[config.mk]
export PLATFORM = sky130hd
export DESIGN_NAME = main_control_fsm
export DESIGN_NICKNAME = d
export VERILOG_FILES = /design/src/rtl/main_control_fsm.sv
export SDC_FILE = /design/constraint.sdc
export NUM_CORES = 1
export LEC_CHECK = 0
export ABC_AREA = 1
export CORE_AREA = 3 3 74 76
export CTS_CLUSTER_DIAMETER = 30
export DETAILED_ROUTE_END_ITERATION = 6
export DIE_AREA = 0 0 77 79
export PLACE_DENSITY = 0.89
export RECOVER_POWER = 100
export SLEW_MARGIN = 10
export SYNTH_ARGS = -nofsm -noshare
export SYNTH_HDL_FRONTEND = slang
export SYNTH_SLANG_ARGS = --single-unit
[constraint.sdc]
create_clock -name clk -period 1.6 [get_ports clk]
set_input_delay 0.24 -clock clk [delete_from_list [all_inputs] [get_ports clk]]
set_output_delay 0.24 -clock clk [all_outputs]
set_load 0.02 [all_outputs]
[src/rtl/main_control_fsm.sv]
// Multicycle datapath controller: Moore FSM sequencing fetch/decode/execute,
// memory handshake, retirement counting and illegal-opcode trap.
module main_control_fsm #(
  parameter int unsigned INSTRET_W = 32
) (
  input  logic                 clk,
  input  logic                 reset,
  input  logic [6:0]           opcode,
  input  logic                 mem_ready,
  output logic                 mem_read,
  output logic                 mem_write,
  output logic                 i_or_d,
  output logic                 ir_write,
  output logic                 pc_write,
  output logic                 pc_write_cond,
  output logic                 reg_write,
  output logic                 mem_to_reg,
  output logic                 alu_src_a,
  output logic                 pc_source,
  output logic [1:0]           alu_src_b,
  output logic [1:0]           aluop,
  output logic                 retire,
  output logic [INSTRET_W-1:0] instret,
  output logic                 trap,
  output logic [3:0]           state
);

  localparam logic [6:0] OP_LOAD   = 7'b0000011;
  localparam logic [6:0] OP_STORE  = 7'b0100011;
  localparam logic [6:0] OP_RTYPE  = 7'b0110011;
  localparam logic [6:0] OP_BRANCH = 7'b1100011;

  typedef enum logic [3:0] {
    FETCH    = 4'd0,
    DECODE   = 4'd1,
    MEM_ADDR = 4'd2,
    MEM_RD   = 4'd3,
    MEM_WB   = 4'd4,
    MEM_WR   = 4'd5,
    EXEC     = 4'd6,
    ALU_WB   = 4'd7,
    BRANCH   = 4'd8,
    TRAP     = 4'd9
  } state_e;

  state_e cur_state;
  state_e nxt_state;

  always_ff @(posedge clk) begin
    cur_state <= nxt_state;
  end

  // Next state and Moore outputs; mem_ready only qualifies strobes in wait states.
  always_comb begin
    nxt_state     = cur_state;
    mem_read      = 1'b0;
    mem_write     = 1'b0;
    i_or_d        = 1'b0;
    ir_write      = 1'b0;
    pc_write      = 1'b0;
    pc_write_cond = 1'b0;
    reg_write     = 1'b0;
    mem_to_reg    = 1'b0;
    alu_src_a     = 1'b0;
    pc_source     = 1'b0;
    alu_src_b     = 2'b00;
    aluop         = 2'b00;
    retire        = 1'b0;
    trap          = 1'b0;

    case (cur_state)
      FETCH: begin
        mem_read  = 1'b1;
        alu_src_b = 2'b01;
        if (mem_ready) begin
          ir_write  = 1'b1;
          pc_write  = 1'b1;
          nxt_state = DECODE;
        end
      end
      DECODE: begin
        alu_src_b = 2'b10;
        case (opcode)
          OP_LOAD, OP_STORE: nxt_state = MEM_ADDR;
          OP_RTYPE:          nxt_state = EXEC;
          OP_BRANCH:         nxt_state = BRANCH;
          default:           nxt_state = TRAP;
        endcase
      end
      MEM_ADDR: begin
        alu_src_a = 1'b1;
        alu_src_b = 2'b10;
        // IR is stable across the instruction, so the opcode is simply re-read.
        nxt_state = (opcode == OP_LOAD) ? MEM_RD : MEM_WR;
      end
      MEM_RD: begin
        mem_read = 1'b1;
        i_or_d   = 1'b1;
        if (mem_ready) nxt_state = MEM_WB;
      end
      MEM_WB: begin
        reg_write  = 1'b1;
        mem_to_reg = 1'b1;
        retire     = 1'b1;
        nxt_state  = FETCH;
      end
      MEM_WR: begin
        mem_write = 1'b1;
        i_or_d    = 1'b1;
        if (mem_ready) begin
          retire    = 1'b1;
          nxt_state = FETCH;
        end
      end
      EXEC: begin
        alu_src_a = 1'b1;
        aluop     = 2'b10;
        nxt_state = ALU_WB;
      end
      ALU_WB: begin
        reg_write = 1'b1;
        retire    = 1'b1;
        nxt_state = FETCH;
      end
      BRANCH: begin
        alu_src_a     = 1'b1;
        aluop         = 2'b01;
        pc_write_cond = 1'b1;
        pc_source     = 1'b1;
        retire        = 1'b1;
        nxt_state     = FETCH;
      end
      TRAP: begin
        trap      = 1'b1;
        nxt_state = TRAP;
      end
      default: nxt_state = FETCH;
    endcase

    // Reset suppresses every architectural side effect of the current cycle.
    if (reset) begin
      ir_write      = 1'b0;
      pc_write      = 1'b0;
      pc_write_cond = 1'b0;
      reg_write     = 1'b0;
      mem_write     = 1'b0;
      retire        = 1'b0;
      nxt_state     = FETCH;
    end
  end

  always_ff @(posedge clk) begin
    if (reset) begin
      instret <= '0;
    end else if (retire) begin
      instret <= instret + INSTRET_W'(1);
    end
  end

  assign state = cur_state;

endmodule

# Word level (Yosys, flattened, before mapping)
# Cells that the tools add are included.
# op_classes
n_mux	24
reduce_logical	9
n_eq_ne	16
n_addsub	1
# op_table
op	n
adder 32 x 1 -> 32 bit (second input constant)	1
case mux 4 bit (7 select lines)	1
== test 4 x 3 -> 1 bit (second input constant)	4
two-way mux 1 bit	15
== test 7 x 6 -> 1 bit (second input constant)	2
two-way mux 4 bit	3
case mux 4 bit (3 select lines)	1
OR reduction 2 bit	5
== test 4 x 2 -> 1 bit (second input constant)	2
== test 4 bit (second input constant)	2
case mux 2 bit (2 select lines)	2
== test 7 x 2 -> 1 bit (second input constant)	1
== test 7 bit (second input constant)	1
!= test 2 bit (second input constant)	3
OR reduction 3 bit	2
== test 4 x 1 -> 1 bit (second input constant)	1
zero test 4 bit	1
two-way mux 3 bit	1
AND reduction 3 bit	1
case mux 1 bit (2 select lines)	1
# word_totals
elab_cells	52
output_inout_bits	52
register_bits	36

# Depth between registers and ports, before layout
# Gate-level depths: netlist (run 1).
# logic_depth
depth_word	4
depth_mapped	11
ltp_nobuf	11

# Worst setup path after synthesis (run 1)
# No wires, ideal clock.
# synth_path
path_kind	flip-flop to output port
start	reg cur_state[1], in the netlist state[1]
end	out pc_write
n_path_buf	1
slack_ns	-0.089
path_stages_with_launch	5
arrival_ns	1.449
required_time_ns	1.360
path_cell_list	dfxtp_1 nor2_1 nand2_1 nor3_1 buf_4
# synth_between
elab_chain_len	3
# synth_lines
element	line_no	text
start, declared	46	state_e cur_state;
start signal, assigned	50	cur_state <= nxt_state;
zero test 4 bit	--	
two-way mux 1 bit (2 in a row)	--	
end, declared	14	output logic pc_write,
# Every way passes these cells.

# Worst setup path in the final report (run 1)
# layout_path
start	reg cur_state[3], in the netlist state[3]
end	out retire
# layout_between
elab_chain_len	4
elab_cells_between_ends	7
# layout_lines
element	line_no	text
== test 4 bit or == test 4 x 3 -> 1 bit (tied branches)	71	case (cur_state)
OR reduction 3 bit (no line)	--	
case mux 1 bit (2 select lines) *	71	
two-way mux 1 bit *	141	if (reset) begin
end, declared	22	output logic retire,
# Every way passes the cells marked *; elsewhere a longest branch is shown, timed or not.

==> impl_metrics.json, run 1 <==
{
  "status": "complete, no violations",
  "die_h_um": 79,
  "crit_path_max_fanout": 3,
  "final_layout_size_suffix_gt1_frac": 0.228,
  "crit_path_end_kind": "primary output",
  "synth_top_family_by_area": "simple AND/OR/NAND/NOR gates",
  "fmax_mhz": 626,
  "yosysWarnings": 0,
  "min-delay-start": "instret[4]",
  "clk_latency_ps": 300,
  "critPathRequiredTime_ps": 1360,
  "finalSetupViolations": 0,
  "worstMarginPinSlew_ps": 346,
  "post-route-period-util": 0.998,
  "synth_top_area_share": 0.301,
  "htree_levels": 2,
  "slowest_delay_ps": 370,
  "clk_pin_slew_ps": 80,
  "rsz0062_at_grt": "yes",
  "critPathLaunchType": "flip-flop",
  "slowest_stage": "dfxtp_4",
  "initial_core_util": 0.500,
  "muxShareOfSynthArea": 0,
  "cap_violations": 0,
  "path_class": "reg -> out",
  "crit_buf_inv": 3,
  "clock-sinks": 36,
  "whs_ps": 494,
  "synth_nets": 420,
  "dp_hpwl_mm": 5.59,
  "synthFlopType": "dfxtp_1",
  "ctsHoldBuffers": 0,
  "drtPass1Iterations": 4,
  "io_pins": 62,
  "post-synth-top-count-cell": "nand2_1",
  "cp_top_family": "simple AND/OR/NAND/NOR gates",
  "die_w_um": 77,
  "grt_pass1_wl_mm": 12.5,
  "ant_nets": 0,
  "post-route-min-period_ps": 1600,
  "worst_hold_path_type": "reg -> reg",
  "synthAdderAreaFrac": 0.00523,
  "grt_usage": 0.247,
  "ys_seq_area_frac": 0.301,
  "core_um2": 4790,
  "synth_compound_area_frac": 0.0832,
  "path_cells": "inv_4, nand2_4, nor2_4, nand2_2, nand3_4, nand2_8, inv_4, buf_6",
  "grt_pass1_vias": 2805,
  "r2r-start": "state[3]",
  "yosys-top-cells-count": "nand2_1, nor2_1, inv_1",
  "relSlewSlack": 0.767,
  "fin_tns_setup_ps": 0,
  "synth-seq-cells": 36,
  "cts_made_buffers": 5,
  "clock_path_buffers": 2,
  "grt_overflow": 0,
  "rows": 25,
  "report.final.slew_viol_count": 0,
  "wl_per_cell_um": 13.0,
  "port_buffers": 61,
  "ir_worst_vdd_mv": 0.508,
  "viasPerCell": 5.08,
  "p_total_w": 0.00206,
  "yosysTopAreaCell": "dfxtp_1",
  "synth.distinct_cells": 34,
  "synth_area_leaders": "dfxtp_1, nand2_1, nor2_1, inv_1, nand3_1",
  "root_buffer": "clkbuf_8",
  "drtIter0Drc": 186,
  "fill_cells": 408,
  "antenna_found_initial": 0,
  "crit_arrival_ps": 1360,
  "syn_area_um2": 2390,
  "dp_cells": 573,
  "drc_errors": 0,
  "synth-simple-area-share": 0.465,
  "hold_viol": 0,
  "gp_congestion": 0.935,
  "final_util": 0.730,
  "crit_top_cell": "inv_4",
  "leakage_nw": 1.51,
  "synth_area_per_cell_um2": 5.85,
  "grt_max_degree": 22,
  "postSynth.asyncResetShare": 0,
  "num_antenna_cells": 0,
  "power_density_nw_per_um2": 589,
  "synth_edf_count": 0,
  "synthToLayoutAreaGrowth_pct": 46.0,
  "fin_cells": 585,
  "netlist_instances": 409,
  "vias": 2972,
  "finalNetCount": 528,
  "fin_worst_skew_ps": 7.88,
  "cts_tree": "built",
  "synth_xor_area_frac": 0.0329,
  "die-area_um2": 6080,
  "crit_path_start": "state[3]",
  "routed_wl_mm": 7.59
}
[power by group]
group	internal (W)	switching, W
sequential	0.000905	0.0000208
combinational	0.000194	0.000248
clock	0.000352	0.000339
[layout by cell type (no fill, tap or decap), types with 3 or more instances in the layout]
master,count
a21oi_1,19
nand2_1,141
nor3_1,4
buf_2,8
nand3_1,21
nor2_4,5
clkbuf_1,11
dfxtp_2,3
o21ai_0,7
dfxtp_1,28
nor2_1,64
nand2_2,5
dfxtp_4,5
xor2_1,7
buf_6,3
inv_4,3
a21oi_2,3
inv_1,45
clkdlybuf4s50_1,18
clkbuf_8,6
nor2_2,13
dlygate4sd2_1,17
inv_2,4
buf_4,52
nand4_1,3
[what timing repair did]
| action | in CTS | in global routing |
|---|---|---|
| hold endpoints to repair | 0 | 0 |
| setup endpoints to repair | 36 | 45 |
| setup buffers | 0 | 4 |
| pin swaps | 2 | 5 |
| gates resized for setup | 86 | 59 |
| cloned | 0 | 0 |
[flip-flops by register name, indices dropped and copies added, names as in the netlist]
| register | cells |
|---|---|
| instret | 32 |
| state | 4 |
[layer usage]
| metal | GRT usage | part of all wire |
|---|---|---|
| met1 | 0.296 | 0.41 |
| met2 | 0.438 | 0.51 |
| met3 | 0.0408 | 0.061 |
| met4 | 0.103 | 0.024 |
| met5 | 0 | 0 |
[layout make-up]
type / instances / area [µm²] / share of cell area
Tap cell: 67 / 83.8 / 0.0240
Inverter: 52 / 203 / 0.0580
Sequential cell: 36 / 743 / 0.213
Timing Repair Buffer: 110 / 861 / 0.246
Clock buffer: 8 / 90.1 / 0.0258
Multi-Input combinational cell: 312 / 1510 / 0.433
[path summary, 6_finish.rpt]
path            endpoint  depth (start not counted)  slack [ps]
min reg2reg   instret[4]                          1         490
max               retire                          8           3
max reg2reg  instret[17]                         12          70
min           instret[4]                          1         490
[cells by family (layout without fill, tap and decap cells)]
group,Yosys count,after routing
compound gates,35,35
xor+xnor,9,9
fa+ha+maj,1,1
buf+inv,61,170
flops,36,36
simple gates,267,267
[per-stage QoR]
step / setup WS, ps / area (µm²)
after floorplan: 82.3 / 2400
after detailed placement: -341 / 3360
after CTS: -3.35 / 3400
final: 2.73 / 3490
after global routing: -66.5 / 3490
after global placement: -337 / 3360
No activity file was read; power rests on OpenSTA's default activity.
==> run 2: changes to the inputs <==
--- a/config.mk
+++ b/config.mk
@@ -10,6 +10,7 @@
 export CTS_CLUSTER_DIAMETER = 30
 export DETAILED_ROUTE_END_ITERATION = 6
 export DIE_AREA = 0 0 77 79
+export HOLD_SLACK_MARGIN = 0.03
 export PLACE_DENSITY = 0.89
 export RECOVER_POWER = 100
 export SLEW_MARGIN = 10
==> results of run 2 <==
Final layout, timing and power as in run 1 (identical DEF).
==> run 3: changes to the inputs <==
--- a/config.mk
+++ b/config.mk
@@ -6,12 +6,12 @@
 export NUM_CORES = 1
 export LEC_CHECK = 0
 export ABC_AREA = 1
-export CORE_AREA = 3 3 74 76
+export CORE_AREA = 3 3 72 74
 export CTS_CLUSTER_DIAMETER = 30
 export DETAILED_ROUTE_END_ITERATION = 6
-export DIE_AREA = 0 0 77 79
+export DIE_AREA = 0 0 75 77
 export HOLD_SLACK_MARGIN = 0.03
-export PLACE_DENSITY = 0.89
+export PLACE_DENSITY = 0.93
 export RECOVER_POWER = 100
 export SLEW_MARGIN = 10
 export SYNTH_ARGS = -nofsm -noshare
==> constraint.sdc (replaced) <==
create_clock -name clk -period 2 [get_ports clk]
set_input_delay 0.3 -clock clk [delete_from_list [all_inputs] [get_ports clk]]
set_output_delay 0.3 -clock clk [all_outputs]
set_load 0.02 [all_outputs]
==> run 3 against run 2 <==
Compared with the run above: non-clock buffer count down 40; clock power down 23%; global-route usage down 0.92 points; sequential share of layout area up 1.8 points; core utilization down 6.0 points; clock skew down 2.2 ps; cell count down 9.1%; first-iteration DRC count up 25%; worst hold slack better by 7.7 ps; critical path type unchanged; largest power group unchanged.
==> impl_metrics.json, run 3 (synthesis results as in run 1) <==
{
  "status": "complete, no violations",
  "intPower_w": 0.00110,
  "critPathRequiredTime_ps": 1700,
  "crit_arrival_ps": 1580,
  "regMostFlops": "instret",
  "ctsHoldBuffers": 0,
  "grt_overflow": 0,
  "final_layout_size_suffix_gt1_frac": 0.0669,
  "htree_levels": 2,
  "p_total_w": 0.00152,
  "leakage_nw": 1.37,
  "slowest_stage": "dfxtp_1",
  "cap_violations": 0,
  "grt_pass1_wl_mm": 10.9,
  "crit_path_start": "state[0]",
  "drtIter0Drc": 232,
  "path_cells": "inv_1, nand2_2, nand2_1, nand2_2, nand3_4, nand2_8, inv_4, dlygate4sd2_1",
  "min-delay-start": "instret[19]",
  "placed_cell_area_um2": 3070,
  "relSlewSlack": 0.741,
  "largest_reg_flops": 32,
  "finalSetupViolations": 0,
  "die-area_um2": 5780,
  "initial_core_util": 0.513,
  "root_buffer": "clkbuf_8",
  "grt_max_degree": 20,
  "rows": 25,
  "ant_nets": 0,
  "crit_top_cell": "nand2_2",
  "seqPwrFrac": 0.483,
  "clk_pin_slew_ps": 70,
  "viasPerCell": 5.07,
  "power_density_nw_per_um2": 489,
  "cts_made_buffers": 5,
  "cts_tree": "built",
  "final_cell_mix": "nand2_1, nor2_1, inv_1",
  "synthToLayoutAreaGrowth_pct": 30.4,
  "slowest_delay_ps": 410,
  "routed_wl_mm": 6.41,
  "worstMarginPinSlew_ps": 386,
  "worst_hold_path_type": "reg -> reg",
  "fmax_mhz": 531,
  "clock_path_buffers": 2,
  "io_pins": 62,
  "combPwrFrac": 0.166,
  "fin_worst_skew_ps": 5.71,
  "grt_pass1_vias": 2466,
  "gp_congestion": 0.913,
  "port_buffers": 61,
  "die_w_um": 75,
  "clk_latency_ps": 290,
  "antenna_found_initial": 0,
  "core_um2": 4660,
  "vias": 2698,
  "drtPass1Iterations": 5,
  "r2r-start": "state[0]",
  "critPathLaunchType": "flip-flop",
  "finalNetCount": 488,
  "ir_worst_vdd_mv": 0.241,
  "post-route-min-period_ps": 1880,
  "die_h_um": 77,
  "final_common_cell": "nand2_1",
  "report.final.slew_viol_count": 0,
  "power.share.switching": 0.282,
  "dp_hpwl_mm": 5.08,
  "grt_usage": 0.238,
  "num_antenna_cells": 0,
  "clock-sinks": 36,
  "p_sw_w": 0.000430,
  "hold_viol": 0,
  "clock_power_share": 0.350,
  "drc_errors": 0,
  "rsz0062_at_grt": "no",
  "wl_per_cell_um": 12.0,
  "crit_path_max_fanout": 5,
  "post-route-cell-area_um2": 3120,
  "crit_path_end_kind": "primary output",
  "post-route-period-util": 0.941,
  "path_class": "reg -> out"
}
[run 3: power by group through the flow]
stage               Combinational [W]  Sequential (W)  Clock [W]
floorplan                    0.000161        0.000761          0
global placement             0.000280        0.000753          0
detailed placement           0.000282        0.000754          0
CTS                          0.000269        0.000737   0.000535
global route                 0.000277        0.000739   0.000580
finish                       0.000253        0.000737   0.000534
[run 3: path summary, 6_finish.rpt]
| check | depth (start not counted) | to | slack, ps |
|---|---|---|---|
| setup / recovery | 8 | retire | 120 |
| hold reg to reg | 2 | instret[19] | 500 |
| hold / removal | 2 | instret[19] | 500 |
| setup reg to reg | 10 | instret[21] | 300 |
[run 3: layout make-up]
| class | count | area [µm²] |
|---|---|---|
| clock buffers | 8 | 90.1 |
| fillers | 433 | 1540 |
| inverters | 52 | 198 |
| multi-input cells | 312 | 1410 |
| flip-flops and latches | 36 | 721 |
| well taps | 54 | 67.6 |
| repair buffers | 70 | 639 |
[run 3: per-stage QoR]
stage / utilization / setup TNS, ps / cells / hold slack [ps] / setup slack [ps]
2_1_floorplan: - / 0 / 409 / 524 / 251
3_3_place_gp: 0.658 / -34.0 / 524 / 481 / -17.3
3_5_place_dp: 0.658 / -158 / 524 / 491 / -69.3
4_1_cts: 0.674 / 0 / 532 / 505 / 18.0
5_1_grt: 0.670 / 0 / 532 / 532 / 10.3
6_report: 0.670 / 0 / 532 / 502 / 117
[run 3: metal layers]
layer,vias up,part of all wire,GRT usage
li1,1392,-,-
met1,1190,0.44,0.304
met2,104,0.48,0.387
met3,12,0.058,0.0419
met4,0,0.022,0.0925
met5,-,0,0
[run 3: timing repair]
action	CTS	global route
setup buffers	0	0
gates cloned	0	0
resized for setup	12	5
setup endpoints to repair	12	6
[run 3: worst max-delay path, delay by kind of cell (launching register included)]
kind / cells / cell delay, ps
buffers and inverters: 3 / 460
and+or+nand+nor: 5 / 420
DFF: 1 / 410
